==> config.mk <==
export PLATFORM = sky130hd
export DESIGN_NAME = operand_loader
export DESIGN_NICKNAME = d
export VERILOG_FILES = /design/src/rtl/operand_loader_pkg.sv /design/src/rtl/operand_loader_button_conditioner.sv /design/src/rtl/operand_loader.sv
export SDC_FILE = /design/constraint.sdc
export NUM_CORES = 1
export LEC_CHECK = 0
export CAP_MARGIN = 20
export CORE_MARGIN = 5
export CORE_UTILIZATION = 47
export CTS_BUF_LIST = sky130_fd_sc_hd__clkbuf_16
export DETAILED_ROUTE_END_ITERATION = 7
export GPL_ROUTABILITY_DRIVEN = 0
export GPL_TIMING_DRIVEN = 0
export MAX_ROUTING_LAYER = met4
export PLACE_DENSITY = 0.76
export SLEW_MARGIN = 40
export SYNTH_ARGS = -nofsm -noshare
export SYNTH_HDL_FRONTEND = slang
export SYNTH_SLANG_ARGS = --single-unit
==> constraint.sdc <==
create_clock -name clk -period 1.13 [get_ports clk]
set_input_delay 0.113 -clock clk [delete_from_list [all_inputs] [get_ports clk]]
set_output_delay 0.113 -clock clk [all_outputs]
set_load 0.03 [all_outputs]
==> src/rtl/operand_loader_pkg.sv <==
// Shared phase encoding and default debounce length for the operand loader and the ALU top level.
package operand_loader_pkg;

  localparam logic [1:0] WAIT_A  = 2'd0;
  localparam logic [1:0] WAIT_B  = 2'd1;
  localparam logic [1:0] WAIT_OP = 2'd2;
  localparam logic [1:0] DONE    = 2'd3;

  localparam int DEBOUNCE_CYCLES_DEFAULT = 16;

endpackage

==> src/rtl/operand_loader_button_conditioner.sv <==
// Raw button -> 2-flop sync -> debounce -> registered one-cycle press pulse.
// Press pulse appears DEBOUNCE_CYCLES+2 edges after the first edge that samples the button high.
module button_conditioner
  import operand_loader_pkg::*;
#(
  parameter int DEBOUNCE_CYCLES = DEBOUNCE_CYCLES_DEFAULT
) (
  input  logic clk,
  input  logic rst,
  input  logic btn,
  output logic pulse
);

  localparam int CW = (DEBOUNCE_CYCLES > 1) ? $clog2(DEBOUNCE_CYCLES) : 1;
  localparam logic [CW-1:0] CNT_LAST = CW'(DEBOUNCE_CYCLES - 1);

  logic          sync1_q, sync2_q;
  logic          deb_q, deb_d;
  logic          pulse_q, pulse_d;
  logic [CW-1:0] cnt_q, cnt_d;

  // The level flips on the cycle the counter would reach DEBOUNCE_CYCLES.
  always_comb begin
    cnt_d = '0;
    deb_d = deb_q;
    if (sync2_q != deb_q) begin
      if (cnt_q == CNT_LAST) deb_d = sync2_q;
      else                   cnt_d = cnt_q + 1'b1;
    end
    pulse_d = deb_d & ~deb_q;
  end

  always_ff @(posedge clk) begin
    if (rst) begin
      sync1_q <= 1'b0;
      sync2_q <= 1'b0;
      deb_q   <= 1'b0;
      cnt_q   <= '0;
      pulse_q <= 1'b0;
    end else begin
      sync1_q <= btn;
      sync2_q <= sync1_q;
      deb_q   <= deb_d;
      cnt_q   <= cnt_d;
      pulse_q <= pulse_d;
    end
  end

  assign pulse = pulse_q;

endmodule

==> src/rtl/operand_loader.sv <==
// Steps switch values into operand A, operand B and opcode registers on debounced load presses.
// Enables follow a load pulse by one cycle, exec_pulse follows en_op by one; clear wins over load.
module operand_loader
  import operand_loader_pkg::*;
#(
  parameter int DEBOUNCE_CYCLES = DEBOUNCE_CYCLES_DEFAULT
) (
  input  logic       clk,
  input  logic       rst,
  input  logic [7:0] sw,
  input  logic       btn_load,
  input  logic       btn_clear,
  output logic [7:0] data_out,
  output logic       en_a,
  output logic       en_b,
  output logic       en_op,
  output logic       exec_pulse,
  output logic [1:0] state
);

  logic       load_pulse, clear_pulse;
  logic [1:0] state_q, state_d;
  logic [7:0] data_q, data_d;
  logic       en_a_q, en_a_d, en_b_q, en_b_d, en_op_q, en_op_d;
  logic       exec_q, exec_d;

  button_conditioner #(.DEBOUNCE_CYCLES(DEBOUNCE_CYCLES)) u_load_cond (
    .clk   (clk),
    .rst   (rst),
    .btn   (btn_load),
    .pulse (load_pulse)
  );

  button_conditioner #(.DEBOUNCE_CYCLES(DEBOUNCE_CYCLES)) u_clear_cond (
    .clk   (clk),
    .rst   (rst),
    .btn   (btn_clear),
    .pulse (clear_pulse)
  );

  always_comb begin
    state_d = state_q;
    data_d  = data_q;
    en_a_d  = 1'b0;
    en_b_d  = 1'b0;
    en_op_d = 1'b0;
    exec_d  = en_op_q;
    if (clear_pulse) begin
      state_d = WAIT_A;
      exec_d  = 1'b0;
    end else if (load_pulse) begin
      data_d = sw;
      case (state_q)
        WAIT_A:  begin state_d = WAIT_B;  en_a_d  = 1'b1; end
        WAIT_B:  begin state_d = WAIT_OP; en_b_d  = 1'b1; end
        WAIT_OP: begin state_d = DONE;    en_op_d = 1'b1; end
        default: begin state_d = WAIT_B;  en_a_d  = 1'b1; end
      endcase
    end
  end

  always_ff @(posedge clk) begin
    if (rst) begin
      state_q <= WAIT_A;
      data_q  <= 8'h00;
      en_a_q  <= 1'b0;
      en_b_q  <= 1'b0;
      en_op_q <= 1'b0;
      exec_q  <= 1'b0;
    end else begin
      state_q <= state_d;
      data_q  <= data_d;
      en_a_q  <= en_a_d;
      en_b_q  <= en_b_d;
      en_op_q <= en_op_d;
      exec_q  <= exec_d;
    end
  end

  assign state      = state_q;
  assign data_out   = data_q;
  assign en_a       = en_a_q;
  assign en_b       = en_b_q;
  assign en_op      = en_op_q;
  assign exec_pulse = exec_q;

endmodule

==> qor.txt <==
=================================================================================================
Status                                                                               finished clean
Reg-to-reg setup timing slack                                                               60 ps
Initial drt markers                                                                             5
Highest ir drop seen on vdd                                                               1.46 mV
Standby leakage power                                                                    0.599 nW
Number of vias per cell after detailed routing                                               4.74
P&R area growth vs syn                                                                      39.8%
Initial core utilization                                                                    48.9%
Kind of path behind the tightest hold check                                          input pin to flip-flop
Antenna violations before repair                                                                0
TritonCTS clock tree                                                                        built
Core Rows                                                                                      17
Required time of the worst setup path                                                     1020 ps
Setup repair after global routing missed its margin                                           yes
CP Class                                                                             flip-flop to primary output
CTS H-tree depth                                                                                2
Final HPWL DP                                                                             1410 um
Total number of vias                                                                          801
FF-to-FF Start                                                                       state[1]$_SDFFE_PP0P_
Routed metal-1 wirelength                                                                  835 um
Hold path startpoint                                                                    btn_clear
Timing startpoint of the critical path                                               state[0]$_SDFFE_PP0P_
Total power consumption of the routed design                                              2.33 mW
Power Density                                                                         1550 nW/um2
Io pins                                                                                        26
Root cell of the clock tree                                                          sky130_fd_sc_hd__clkbuf_16
Ys Warns                                                                                        0
Category of cells accounting for the largest share of critical-path delay            buffers and inverters
Worst-case clock buffer depth                                                                   2
Later-pin clock latency in the skew report                                                 270 ps
Vias in the first global route                                                                773
Largest stage delay on the critical path                                                   370 ps
Die Span X                                                                                57.8 um
TritonCTS buffer count                                                                          5
Number of distinct library cell variants in the gate-level netlist after synthesis             23
Total of max-cap violations                                                                     0
Highest achievable clock rate                                                           0.901 GHz
Count of nets after finishing                                                                 157
Highest net fanout along the worst path                                                         5
Startpoint kind of the worst setup timing path                                          flip-flop
Worst slew slack as a fraction of its limit                                                 68.2%
Clock slew at the register clock pins of the worst setup and hold paths                     50 ps
1st-pass router iterations                                                                      2
Total detailed-routing wirelength                                                         1940 um
Final count of hold timing violations                                                           0
RR Endpoint                                                                          state[0]$_SDFFE_PP0P_
Area fraction of the dominant cell type after synthesis                                     56.0%
Largest net degree at the start of global routing                                              11
CTS Hold Bufs                                                                                   0
Cell count after synthesis                                                                    108
DIE AREA                                                                                 3340 um2
Net count after synthesis                                                                     125
Library cell with the largest summed area after synthesis                            sky130_fd_sc_hd__dfxtp_1
Filler cells                                                                                  188
Antenna diodes                                                                                  0
Minimum clock period                                                                      1110 ps
Critical path's slowest cell                                                         sky130_fd_sc_hd__clkdlybuf4s15_1
Cell breakdown of the critical path                                                  clkdlybuf4s15_1
GRT Resource Usage Total                                                                    13.0%
Final Skew                                                                                4.41 ps
Arr. time, crit path                                                                      1000 ps
Post-route DRC                                                                                  0
Floorplan Core Area                                                                      2190 um2
Port Buffer Count                                                                              25
Metal2 WL                                                                                  890 um
Worst-margin pin slew                                                                      477 ps
Topmost layer with routed signal wires                                                       met4
Final antenna-violating net count                                                               0
Congestion Overflow GR                                                                          0
Proportion of synthesized chip area in sequential cells                                     56.0%
Wire length of the first global-routing pass                                              3200 um
Depth of the worst register-to-register path                                                    3
Final count of pins violating max slew                                                          0
Share of cells above drive strength 1                                                       11.3%
FF+latch count, synth                                                                          30
Post-synthesis instance area                                                             1070 um2
Min-Delay Endpoint                                                                   u_clear_cond.sync1_q$_SDFF_PP0_
Critical Path End Type                                                               primary output
Chip Height                                                                               57.8 um
Clock Sink Count                                                                               30
Syn_area_per_cell                                                                        9.93 um2
Met3 routed WL                                                                             202 um
Worst Path Buf+Inv                                                                              1
Finish-stage setup viols                                                                        0
Synth area leaders                                                                   sky130_fd_sc_hd__dfxtp_1 56%, sky130_fd_sc_hd__nand2_1 6.0%, sky130_fd_sc_hd__ha_1 5.8%
Fin Setup TNS                                                                                0 ps
Hold Crit Depth                                                                                 2
Final routed wire length divided by cell count                                            11.5 um
Final clock period utilization by the worst path                                            98.2%
=================================================================================================
[synth_stat cells]
| cell | count |
|---|---|
| sky130_fd_sc_hd__a2111oi_0 | 1 |
| sky130_fd_sc_hd__a21oi_1 | 7 |
| sky130_fd_sc_hd__a21oi_2 | 1 |
| sky130_fd_sc_hd__and2b_2 | 1 |
| sky130_fd_sc_hd__buf_4 | 1 |
| sky130_fd_sc_hd__buf_6 | 2 |
| sky130_fd_sc_hd__clkbuf_1 | 1 |
| sky130_fd_sc_hd__dfxtp_1 | 30 |
| sky130_fd_sc_hd__ha_1 | 5 |
| sky130_fd_sc_hd__inv_1 | 4 |
| sky130_fd_sc_hd__mux2i_1 | 2 |
| sky130_fd_sc_hd__nand2_1 | 17 |
| sky130_fd_sc_hd__nand2b_1 | 1 |
| sky130_fd_sc_hd__nand3_1 | 4 |
| sky130_fd_sc_hd__nand3b_1 | 2 |
| sky130_fd_sc_hd__nor2_1 | 11 |
| sky130_fd_sc_hd__nor2b_1 | 4 |
| sky130_fd_sc_hd__nor3_1 | 2 |
| sky130_fd_sc_hd__nor3b_1 | 3 |
| sky130_fd_sc_hd__nor4b_1 | 2 |
| sky130_fd_sc_hd__o21ai_0 | 1 |
| sky130_fd_sc_hd__xnor2_1 | 2 |
| sky130_fd_sc_hd__xor2_1 | 4 |
[through the flow]
stage	instances	utilization (%)	setup WS, ps	hold WS [ps]	cell area, um2
2_1_floorplan	108	-	18.2	185	1070
3_3_place_gp	161	62.1	-181	421	1360
3_5_place_dp	161	62.1	-216	432	1360
4_1_cts	169	67.7	6.38	392	1480
5_1_grt	169	68.4	-38.8	404	1500
6_report	169	68.4	20.7	394	1500
[cells by family after synthesis]
logic type / count (synthesis) / synth area share [%]
XOR/XNOR: 6 / 4.90
AND/OR/NAND/NOR: 47 / 21.5
AO/OA/AOI/OAI: 10 / 5.37
adder cells (fa/ha/maj): 5 / 5.83
buffers and inverters: 8 / 4.55
flip-flops: 30 / 56.0
multiplexers: 2 / 1.87
[cell usage in the layout (no fill, tap or decap), types with 2 or more instances in the layout]
cell	n
sky130_fd_sc_hd__clkdlybuf4s50_1	11
sky130_fd_sc_hd__nor2_1	11
sky130_fd_sc_hd__nor3_1	2
sky130_fd_sc_hd__a21oi_1	7
sky130_fd_sc_hd__clkinv_1	3
sky130_fd_sc_hd__xor2_1	4
sky130_fd_sc_hd__ha_1	5
sky130_fd_sc_hd__nor4b_1	2
sky130_fd_sc_hd__clkbuf_16	5
sky130_fd_sc_hd__nor3b_1	3
sky130_fd_sc_hd__mux2i_1	2
sky130_fd_sc_hd__dfxtp_1	28
sky130_fd_sc_hd__xnor2_1	2
sky130_fd_sc_hd__dlygate4sd2_1	5
sky130_fd_sc_hd__clkdlybuf4s15_1	8
sky130_fd_sc_hd__nor2b_1	4
sky130_fd_sc_hd__buf_6	2
sky130_fd_sc_hd__nand2_1	17
sky130_fd_sc_hd__inv_1	3
sky130_fd_sc_hd__nand3_1	2
sky130_fd_sc_hd__nand3_2	2
sky130_fd_sc_hd__nand3b_1	2
[power by group]
| part | total [mW] | switching, mW | internal, mW |
|---|---|---|---|
| clock | 1.19 | 0.402 | 0.787 |
| combinational | 0.0674 | 0.0232 | 0.0442 |
| sequential | 1.07 | 0.00452 | 1.07 |
[timing repair]
item | 4_1_cts | 5_1_grt
endpoints found under the setup margin | 15 | 28
pin swaps | 0 | 3
resized for setup | 17 | 13
buffers inserted | 0 | 0
[layer usage]
layer	track usage [%]	vias to the layer above
li1	-	415
met1	13.3	354
met2	20.3	28
met3	7.35	4
met4	5.96	0
met5	-	-
[layout make-up]
cell class                 count  area, um2  area share, %
sequential                    30        606           40.4
multi-input combinational     70        434           29.0
timing repair buffer          25        239           15.9
clock buffer                   5        125           8.35
tap                           28       35.0           2.34
buffer                         4       33.8           2.25
inverter                       4       15.0           1.00
clock inverter                 3       11.3          0.751
[flip-flops by register name (all words and copies together), names as in the netlist]
signal,flops
state,2
en_b,1
u_clear_cond.deb_q,1
u_clear_cond.pulse,1
en_op,1
u_clear_cond.sync2_q,1
exec_pulse,1
u_load_cond.pulse,1
data_out,8
u_load_cond.cnt_q,4
u_clear_cond.cnt_q,4
u_clear_cond.sync1_q,1
en_a,1
u_load_cond.deb_q,1
u_load_cond.sync2_q,1
u_load_cond.sync1_q,1
[worst max-delay path by stage]
stage	to	slack, ps	cells past startpoint
2_1_floorplan	state[0]$_SDFFE_PP0P_	20	3
3_3_place_gp	u_load_cond.deb_q$_SDFF_PP0_	-180	3
3_5_place_dp	u_clear_cond.deb_q$_SDFF_PP0_	-220	3
4_1_cts	u_clear_cond.deb_q$_SDFF_PP0_	6	4
5_1_grt	state[0]$_SDFFE_PP0P_	-40	3
6_report	state[0]	20	1
Power figures use the tool's default switching activity.
